`src/rtl/pipeline_hazard_sequencer_if.sv`:
```
// Hazard sequencer bundle: ID/EX/MEM hazard sources in, pipeline enables/clears and perf counters out.
// The pipeline side is the master and drives the hazard sources; the sequencer is the slave.
interface pipeline_hazard_sequencer_if #(
  parameter int CNT_WIDTH = 16
);
  logic [4:0]           id_rs_i;
  logic [4:0]           id_rt_i;
  logic                 id_uses_rt_i;
  logic                 ex_mem_read_i;
  logic [4:0]           ex_rt_i;
  logic                 mem_redirect_i;
  logic                 ext_hold_i;
  logic                 pc_write_o;
  logic                 if_id_write_o;
  logic                 id_ex_bubble_o;
  logic                 pipe_en_o;
  logic                 if_id_flush_o;
  logic                 id_ex_flush_o;
  logic                 ex_mem_flush_o;
  logic [1:0]           state_o;
  logic [CNT_WIDTH-1:0] stall_count_o;
  logic [CNT_WIDTH-1:0] flush_count_o;

  modport master (
    output id_rs_i, id_rt_i, id_uses_rt_i, ex_mem_read_i, ex_rt_i, mem_redirect_i, ext_hold_i,
    input  pc_write_o, if_id_write_o, id_ex_bubble_o, pipe_en_o,
           if_id_flush_o, id_ex_flush_o, ex_mem_flush_o, state_o, stall_count_o, flush_count_o
  );

  modport slave (
    input  id_rs_i, id_rt_i, id_uses_rt_i, ex_mem_read_i, ex_rt_i, mem_redirect_i, ext_hold_i,
    output pc_write_o, if_id_write_o, id_ex_bubble_o, pipe_en_o,
           if_id_flush_o, id_ex_flush_o, ex_mem_flush_o, state_o, stall_count_o, flush_count_o
  );
endinterface

```
`src/rtl/pipeline_hazard_sequencer.sv`:
```
// Stall/flush sequencer for the 5-stage MIPS pipeline; enables/clears are combinational (zero latency).
// ext_hold_i freezes the whole pipe; perf counters exist only when HAZARD_PERF_CNT_EN is defined.
module pipeline_hazard_sequencer #(
  parameter int SHADOW_CYCLES = 3,
  parameter int CNT_WIDTH     = 16
) (
  input  logic                        clk,
  input  logic                        reset,
  pipeline_hazard_sequencer_if.slave  hz
);

  typedef enum logic [1:0] {
    ST_RUN    = 2'd0,
    ST_STALL  = 2'd1,
    ST_SHADOW = 2'd2,
    ST_HOLD   = 2'd3
  } state_t;

  localparam int SH_W = (SHADOW_CYCLES < 2) ? 1 : $clog2(SHADOW_CYCLES + 1);

  state_t          state;
  logic [SH_W-1:0] shadow_cnt;

  logic lu;
  logic hold;
  logic in_shadow;
  logic accept;
  logic stall;

  assign lu = hz.ex_mem_read_i && (hz.ex_rt_i != 5'd0) &&
              ((hz.ex_rt_i == hz.id_rs_i) || (hz.id_uses_rt_i && (hz.ex_rt_i == hz.id_rt_i)));

  assign hold      = hz.ext_hold_i;
  assign in_shadow = (state == ST_SHADOW);
  assign accept    = hz.mem_redirect_i && !hold && !in_shadow;
  assign stall     = lu && !hold && !accept;

  assign hz.pc_write_o     = !(hold || stall);
  assign hz.if_id_write_o  = !(hold || stall);
  assign hz.id_ex_bubble_o = stall;
  assign hz.pipe_en_o      = !hold;
  assign hz.if_id_flush_o  = accept;
  assign hz.id_ex_flush_o  = accept;
  assign hz.ex_mem_flush_o = accept;
  assign hz.state_o        = state;

  // A held MEM redirect re-presents after release, so HOLD simply falls back into normal evaluation.
  always_ff @(posedge clk or posedge reset) begin
    if (reset) begin
      state      <= ST_RUN;
      shadow_cnt <= '0;
    end else if (hold) begin
      if (!in_shadow) state <= ST_HOLD;
    end else if (accept) begin
      state      <= ST_SHADOW;
      shadow_cnt <= SH_W'(SHADOW_CYCLES);
    end else if (in_shadow) begin
      if (shadow_cnt <= SH_W'(1)) begin
        state      <= ST_RUN;
        shadow_cnt <= '0;
      end else begin
        shadow_cnt <= shadow_cnt - SH_W'(1);
      end
    end else begin
      state <= stall ? ST_STALL : ST_RUN;
    end
  end

`ifdef HAZARD_PERF_CNT_EN
  logic [CNT_WIDTH-1:0] stall_cnt;
  logic [CNT_WIDTH-1:0] flush_cnt;

  // Saturating: a pegged counter is more useful to software than a wrapped one.
  always_ff @(posedge clk or posedge reset) begin
    if (reset) begin
      stall_cnt <= '0;
      flush_cnt <= '0;
    end else begin
      if (stall && (stall_cnt != '1))  stall_cnt <= stall_cnt + CNT_WIDTH'(1);
      if (accept && (flush_cnt != '1)) flush_cnt <= flush_cnt + CNT_WIDTH'(1);
    end
  end

  assign hz.stall_count_o = stall_cnt;
  assign hz.flush_count_o = flush_cnt;
`else
  assign hz.stall_count_o = '0;
  assign hz.flush_count_o = '0;
`endif

endmodule

```
`src/flat_wrapper.sv`:
```
// flat-port wrapper written by rule: the top's interface ports become plain ports
module pipeline_hazard_sequencer_flat 
#(
  parameter int SHADOW_CYCLES = 3,
  parameter int CNT_WIDTH     = 16
)
  (clk, reset, hz_id_rs_i, hz_id_rt_i, hz_id_uses_rt_i, hz_ex_mem_read_i, hz_ex_rt_i, hz_mem_redirect_i, hz_ext_hold_i, hz_pc_write_o, hz_if_id_write_o, hz_id_ex_bubble_o, hz_pipe_en_o, hz_if_id_flush_o, hz_id_ex_flush_o, hz_ex_mem_flush_o, hz_state_o, hz_stall_count_o, hz_flush_count_o);
  pipeline_hazard_sequencer_if #(.CNT_WIDTH(CNT_WIDTH)) hz_i ();
  input  logic clk;
  input  logic reset;
  input wire logic [$bits(hz_i.id_rs_i)-1:0] hz_id_rs_i;
  input wire logic [$bits(hz_i.id_rt_i)-1:0] hz_id_rt_i;
  input wire logic [$bits(hz_i.id_uses_rt_i)-1:0] hz_id_uses_rt_i;
  input wire logic [$bits(hz_i.ex_mem_read_i)-1:0] hz_ex_mem_read_i;
  input wire logic [$bits(hz_i.ex_rt_i)-1:0] hz_ex_rt_i;
  input wire logic [$bits(hz_i.mem_redirect_i)-1:0] hz_mem_redirect_i;
  input wire logic [$bits(hz_i.ext_hold_i)-1:0] hz_ext_hold_i;
  output wire logic [$bits(hz_i.pc_write_o)-1:0] hz_pc_write_o;
  output wire logic [$bits(hz_i.if_id_write_o)-1:0] hz_if_id_write_o;
  output wire logic [$bits(hz_i.id_ex_bubble_o)-1:0] hz_id_ex_bubble_o;
  output wire logic [$bits(hz_i.pipe_en_o)-1:0] hz_pipe_en_o;
  output wire logic [$bits(hz_i.if_id_flush_o)-1:0] hz_if_id_flush_o;
  output wire logic [$bits(hz_i.id_ex_flush_o)-1:0] hz_id_ex_flush_o;
  output wire logic [$bits(hz_i.ex_mem_flush_o)-1:0] hz_ex_mem_flush_o;
  output wire logic [$bits(hz_i.state_o)-1:0] hz_state_o;
  output wire logic [$bits(hz_i.stall_count_o)-1:0] hz_stall_count_o;
  output wire logic [$bits(hz_i.flush_count_o)-1:0] hz_flush_count_o;
  assign hz_i.id_rs_i = hz_id_rs_i;
  assign hz_i.id_rt_i = hz_id_rt_i;
  assign hz_i.id_uses_rt_i = hz_id_uses_rt_i;
  assign hz_i.ex_mem_read_i = hz_ex_mem_read_i;
  assign hz_i.ex_rt_i = hz_ex_rt_i;
  assign hz_i.mem_redirect_i = hz_mem_redirect_i;
  assign hz_i.ext_hold_i = hz_ext_hold_i;
  assign hz_pc_write_o = hz_i.pc_write_o;
  assign hz_if_id_write_o = hz_i.if_id_write_o;
  assign hz_id_ex_bubble_o = hz_i.id_ex_bubble_o;
  assign hz_pipe_en_o = hz_i.pipe_en_o;
  assign hz_if_id_flush_o = hz_i.if_id_flush_o;
  assign hz_id_ex_flush_o = hz_i.id_ex_flush_o;
  assign hz_ex_mem_flush_o = hz_i.ex_mem_flush_o;
  assign hz_state_o = hz_i.state_o;
  assign hz_stall_count_o = hz_i.stall_count_o;
  assign hz_flush_count_o = hz_i.flush_count_o;
  pipeline_hazard_sequencer #(.SHADOW_CYCLES(SHADOW_CYCLES), .CNT_WIDTH(CNT_WIDTH)) u_core (.clk(clk), .reset(reset), .hz(hz_i));
endmodule
```
`config.mk`:
```
export PLATFORM = sky130hd
export DESIGN_NAME = pipeline_hazard_sequencer_flat
export DESIGN_NICKNAME = d
export VERILOG_FILES = /design/src/rtl/pipeline_hazard_sequencer_if.sv /design/src/rtl/pipeline_hazard_sequencer.sv /design/src/flat_wrapper.sv
export SDC_FILE = /design/constraint.sdc
export NUM_CORES = 1
export LEC_CHECK = 0
export BUFFER_PORTS_ARGS = -buffer_cell sky130_fd_sc_hd__buf_2
export CAP_MARGIN = 0
export CORE_UTILIZATION = 35
export CTS_CLUSTER_DIAMETER = 40
export CTS_CLUSTER_SIZE = 10
export DETAILED_ROUTE_END_ITERATION = 12
export PLACE_DENSITY = 0.84
export SYNTH_ARGS = -nofsm -noshare
export SYNTH_HDL_FRONTEND = slang
export SYNTH_SLANG_ARGS = --single-unit
export TNS_END_PERCENT = 30
```
`constraint.sdc`:
```
create_clock -name clk -period 1.3 [get_ports clk]
set_input_delay 0.065 -clock clk [delete_from_list [all_inputs] [get_ports clk]]
set_output_delay 0.065 -clock clk [all_outputs]
set_load 0.005 [all_outputs]
```
==> key figures, run 1 <==
Floorplanning
  • I/O pins: 62
  • Row cnt: 14
  • Die area: 1930 µm²
  • Core Region: 1580 µm²
  • Chip width: 44.0 µm
  • Initial core utilization: 39.1%
  • Die H: 44.0 µm

CTS
  • CTS tree: built
  • CTS Buffer Depth: 2
  • Clock transition at path regs: 30 ps
  • Num CTS Buffers: 3
  • Clock Tree Root: clkbuf_4
  • Num Clock Sinks: 4
  • Skew-Pair Late Insertion Delay: 240 ps
  • H-tree levels: 1

Drt
  • Final ANT Viol Nets: 0
  • Number of remaining DRC errors: 3
  • Drt wl/cell: 8.51 µm
  • WL final: 1060 µm
  • First-pass detailed-route iteration total: 9
  • Number of DRC markers in iteration 0: 9
  • Via count: 505
  • Drt via density: 4.04

STA
  • Final slew viol count: 0
  • Skew final: 8.93 ps
  • Fin Setup TNS: -62.2 ps
  • Final worst slack: -31.4 ps
  • Fin crit period: 1330 ps
  • Tcrit/Tclk final: 102%
  • # setup viols final: 2
  • Max Clk Rate: 751 MHz
  • Hold Fails Final Rpt: 0
  • RSZ-0062 raised after global routing: yes

GRT
  • GRT overflow: 0
  • Largest net degree at the start of global routing: 9
  • Initial antenna violation count: 0
  • First-pass GRT wire length: 1700 µm
  • Vias in the first global route: 443
  • GRT Overall Usage: 12.9%

Worst hold path
  • WHS Path Cells: 2
  • Hold endpoint: u_core.hz.state_o[0]
  • Worst min path class: in -> reg
  • Hold path startpoint: hz_mem_redirect_i

Synthesis
  • Mapped Cells: 76
  • Library cells used by synthesis: 22
  • Yosys warning total: 0
  • Post-synth EDFFs: 0
  • Flops & latches, synth: 4
  • Synth Flop Type: dfrtp_1
  • Post-Synthesis Cell Area: 617 µm²
  • Post-synth top area share: 42.6%
  • Register area share after synthesis: 16.2%
  • Dominant cell type by area after synthesis: buf_4
  • Synth top area cells: buf_4, dfrtp_1, xor2_1
  • Ys async rst share: 100%
  • Synth Area per Inst: 8.12 µm²

Power and ir drop
  • Leakage: 0.412 nW
  • Power density cells: 1000 nW/µm²
  • Overall Power: 711 µW
  • Worst vdd ir: 0.000441 V

Job
  • Max-cap viol count: 0

Setup path
  • Worst R2R Start: u_core.hz.state_o[0]
  • Req. time, crit path: 1240 ps
  • Crit Path Category: reg -> out
  • Worst EP arrival: 1270 ps
  • CP Launch Point: u_core.hz.state_o[0]
  • Cell Chain, Critical Path: nand2b_4, and2_4, o31a_1, buf_2
  • Flop2flop setup slack: 170 ps
  • Startpoint types: flip-flop
  • RR Endpoint: u_core.shadow_cnt[0]
  • Critical path's largest stage delay: 360 ps
  • Setup crit end kind: output pin
  • Slowest stage cell on the critical path: dfrtp_1
  • R2R cell count: 4
  • CP Max Fanout: 3

Final layout
  • Ant diodes: 0
  • Nets: 132
  • Fill count: 164
  • Reg area: 100 µm²
  • Area Growth Syn to Fin: 14.8%
  • Ratio of cells with drive above 1 in the final layout: 37.6%
  • Area occupied by multi-input gates: 373 µm²

Placed design
  • Post-DP HPWL: 941 µm
  • Pre-CTS setup slack: -48.5 ps
  • I/O Buffers: 29
  • Gpl congestion: 0.694

Run status
  • Outcome: finished, violations left
  • Failing checks: design-rule violations, negative setup slack
worst max path at each step:
stage | end | slack (ps) | cells after the start
floorplan | hz_pc_write_o | 100 | 4
global placement | u_core.hz.state_o[0] | -10 | 6
detailed placement | u_core.hz.state_o[0] | -50 | 6
CTS | hz_pc_write_o | -50 | 4
global route | hz_if_id_write_o | -80 | 4
finish | hz_pc_write_o | -30 | 4
through the flow:
stage	area, µm²	utilization (%)	std cells	hold WS (ps)
2_1_floorplan	733	-	107	-169
3_3_place_gp	658	41.7	120	-52.9
3_5_place_dp	658	41.7	120	-47.4
4_1_cts	708	44.9	125	43.6
5_1_grt	708	44.9	125	55.8
6_report	708	44.9	125	48.9
critical path: cells and delay by family, from the launching register on:
kind / cells / cell delay, ps
buf+inv: 1 / 130
simple gates: 2 / 300
flops: 1 / 360
compound gates: 1 / 240
registers in the layout (all words and copies together) (netlist names):
name / count
u_core.hz.state_o: 2
u_core.shadow_cnt: 2
placed cells by master (no fill, tap or decap):
cell type,n
clkbuf_4,3
and2_1,1
nor3_1,1
nor4_1,1
nor2_1,2
o21ai_1,2
nand2b_4,1
inv_1,2
nor2b_1,2
o31a_1,1
dfrtp_1,4
xnor2_1,1
buf_2,29
nor4_2,1
nand2_1,5
conb_1,32
o21ai_0,1
o41ai_2,1
dlygate4sd3_1,1
o21ai_2,1
o311ai_1,1
buf_4,4
or4_1,1
xor2_1,9
a32oi_1,1
and2_4,1
report_power, final:
part,switching [mW],internal (mW),leakage (nW)
Combinational,0.163,0.171,0.352
Clock,0.0549,0.103,0.0138
Sequential,0.0441,0.175,0.0461
Total,0.262,0.449,0.412
routing by layer:
metal / track usage, % / wire [µm]
met1: 9.30 / 322
met2: 24.5 / 566
met3: 4.58 / 131
met4: 12.7 / 44
met5: 0 / 0
cell families (layout without fill, tap and decap cells):
kind of cell	count (synthesis)	in the layout	share of synthesized area, %
other	1	32	0.608
flip-flops	4	4	16.2
AND/OR/NAND/NOR	16	16	14.4
XOR/XNOR	10	10	14.2
buffers and inverters	37	39	43.8
AO/OA/AOI/OAI	8	8	10.8
cells in the mapped netlist (2+ instances only):
cell,count
o21ai_1,2
nor2_1,2
xor2_1,9
and2_1,2
nor2b_1,2
dfrtp_1,4
buf_4,35
nand2_1,5
inv_1,2
layout make-up:
type                            instances  share of cell area (%)
Multi-Input combinational cell         66                    52.7
Inverter                                2                    1.06
Timing Repair Buffer                   34                    26.1
Tap cell                               16                    2.83
Sequential cell                         4                    14.1
Clock buffer                            3                    3.18
repair_timing:
| item | in CTS | in global routing |
|---|---|---|
| hold endpoints to repair | 4 | 0 |
| hold buffers | 1 | 0 |
| pin swaps | 0 | 0 |
| gates resized for setup | 2 | 0 |
| setup endpoints to repair | 3 | 3 |
| setup buffers | 1 | 0 |
| gates cloned | 0 | 0 |
Note: power is estimated with default switching activity, not from simulation.
==> inputs of run 2 (changes only) <==
Settings changed: CORE_MARGIN set to 8.
==> run 2 against run 1 <==
Compared with the run above: the run ends with negative setup slack left; clock-buffer cell count unchanged; worst hold slack improved by 17 ps; die area increased by 74%; first-iteration DRC count decreased by 33%; critical endpoint is now hz_id_ex_bubble_o.
==> key figures, run 2 (same netlist as run 1, synthesis figures left out) <==
Final layout
  • Ratio of cells with drive above 1 in the final layout: 42.0% (+4.3 points)
  • Ant diodes: 0 (unchanged)
  • Most frequent cells in the layout: conb_1, buf_2, xor2_1, buf_4, nand2_1
  • Leading cell type in the layout, fill and taps excluded: conb_1
  • Area Growth Syn to Fin: 24.1%
  • Nets: 135 (+2.3%)

Setup path
  • Setup crit end: hz_id_ex_bubble_o
  • Cell Chain, Critical Path: nand2b_4, and2_4, nor4_4, buf_2
  • RR Endpoint: u_core.shadow_cnt[0]
  • R2R cell count: 5 (+1)
  • Critical path's largest stage delay: 370 ps (about the same)
  • Worst EP arrival: 1310 ps (+40 ps)
  • Worst R2R Start: u_core.hz.state_o[0]
  • CP Launch Point: u_core.hz.state_o[0]
  • CP Max Fanout: 3 (unchanged)
  • Setup crit end kind: output pin
  • Req. time, crit path: 1240 ps (about the same)
  • Crit Path Category: reg -> out
  • Startpoint types: flip-flop
  • Slowest stage cell on the critical path: dfrtp_1
  • Flop2flop setup slack: 60 ps (-110 ps)

CTS
  • Clock transition at path regs: 40 ps (about the same)
  • CTS tree: built
  • CTS Buffer Depth: 2 (unchanged)
  • Clock Tree Root: clkbuf_4
  • H-tree levels: 1 (unchanged)
  • Num CTS Buffers: 3 (unchanged)
  • Skew-Pair Late Insertion Delay: 240 ps (about the same)
  • Num Clock Sinks: 4 (unchanged)

Drt
  • Final ANT Viol Nets: 0 (unchanged)
  • Drt via density: 4.07 (+0.74%)
  • Via count: 525 (+4.0%)
  • First-pass detailed-route iteration total: 4 (-5)
  • Number of DRC markers in iteration 0: 6 (-3)
  • WL final: 1670 µm (+57%)
  • Number of remaining DRC errors: 0 (-3)
  • Drt wl/cell: 13.0 µm (+52%)

Power and ir drop
  • Worst vdd ir: 0.000430 V (-2.5%)
  • Leakage: 0.435 nW (+5.5%)
  • Overall Power: 760 µW (+6.8%)
  • Power density cells: 992 nW/µm² (-1.2%)

Placed design
  • Gpl congestion: 0.719 (+3.5%)
  • I/O Buffers: 29 (unchanged)
  • Post-DP HPWL: 1440 µm (+53%)

GRT
  • Initial antenna violation count: 0 (unchanged)
  • GRT overflow: 0 (unchanged)
  • Largest net degree at the start of global routing: 9 (unchanged)
  • GRT Overall Usage: 9.47% (-3.4 points)
  • First-pass GRT wire length: 2430 µm (+43%)
  • Vias in the first global route: 578 (+30%)

Run status
  • Outcome: finished, violations left
  • Failing checks: negative setup slack

Floorplanning
  • Row cnt: 15 (+1)
  • Core Region: 1690 µm² (+7.1%)
  • I/O pins: 62 (unchanged)
  • Die H: 58.0 µm (+32%)
  • Chip width: 58.0 µm (+32%)
  • Initial core utilization: 36.5% (-2.6 points)
  • Die area: 3360 µm² (+74%)

STA
  • Hold Fails Final Rpt: 0 (unchanged)
  • Skew final: 3.94 ps (-4.99 ps)
  • Fin Setup TNS: -177 ps (-115 ps)
  • Fin crit period: 1380 ps (+44.7 ps)
  • # setup viols final: 3 (+1)
  • Max Clk Rate: 727 MHz (-3.2%)
  • Final slew viol count: 0 (unchanged)
  • RSZ-0062 raised after global routing: yes
  • Tcrit/Tclk final: 106% (+3.4 points)
  • Final worst slack: -76.1 ps (-44.7 ps)

Job
  • Max-cap viol count: 0 (unchanged)

Worst hold path
  • Worst min path class: in -> reg
==> run 2: cell types whose count changed in the layout (fill, tap and decap cells not counted), sizes merged <==
cell  change
buf       +3
==> run 2: critical path: cells and delay by family, from the launching register on <==
kind / cells / cell delay (ps)
buffers and inverters: 1 / 160
flip-flops: 1 / 370
AND/OR/NAND/NOR: 3 / 550
==> run 2: metrics by stage <==
step | utilization, % | setup slack, ps | hold WS, ps | area [µm²] | instances
2_1_floorplan | - | 97.9 | -169 | 733 | 107
3_3_place_gp | 39.0 | 15.5 | -49.8 | 659 | 121
3_5_place_dp | 39.0 | -50.2 | -41.3 | 659 | 121
4_1_cts | 42.0 | -60.6 | 47.7 | 709 | 126
5_1_grt | 45.3 | -123 | 47.7 | 766 | 129
6_report | 45.3 | -76.1 | 66.0 | 766 | 129
==> run 2: final cells by class <==
cell class / instances / area, µm²
Tap cell: 17 / 21.3
Inverter: 2 / 7.51
Multi-Input combinational cell: 66 / 407
Clock buffer: 3 / 22.5
Sequential cell: 4 / 100
Fill cell: 173 / 923
Timing Repair Buffer: 37 / 208
==> run 2: routing by layer <==
layer	vias up	part of all wire, %	global-route usage (%)
met5	-	0	0
met4	0	0	6.29
met3	0	13	5.30
met2	41	54	17.2
met1	231	32	7.57
li1	253	-	-
==> run 2: timing repair <==
item | 4_1_cts | 5_1_grt
pin swaps | 0 | 3
hold endpoints to repair | 4 | 0
resized for setup | 2 | 5
setup endpoints to repair | 3 | 6
buffers inserted | 1 | 3
hold buffers | 1 | 0
==> run 2: where the power goes <==
| part | internal [mW] | leakage [nW] | switching, mW |
|---|---|---|---|
| logic | 0.194 | 0.375 | 0.189 |
| registers | 0.175 | 0.0461 | 0.0433 |
| clock network | 0.104 | 0.0138 | 0.0548 |
==> run 2: how the worst min path moves through the flow <==
stage	from	endpoint	slack (ps)	depth (start not counted)
after floorplan	reset	u_core.hz.state_o[0]	-170	1
after global placement	reset	u_core.shadow_cnt[1]	-50	2
after detailed placement	reset	u_core.shadow_cnt[0]	-40	2
after CTS	hz_mem_redirect_i	u_core.hz.state_o[0]	50	2
after global routing	hz_mem_redirect_i	u_core.hz.state_o[0]	50	2
final	hz_mem_redirect_i	u_core.hz.state_o[0]	70	2
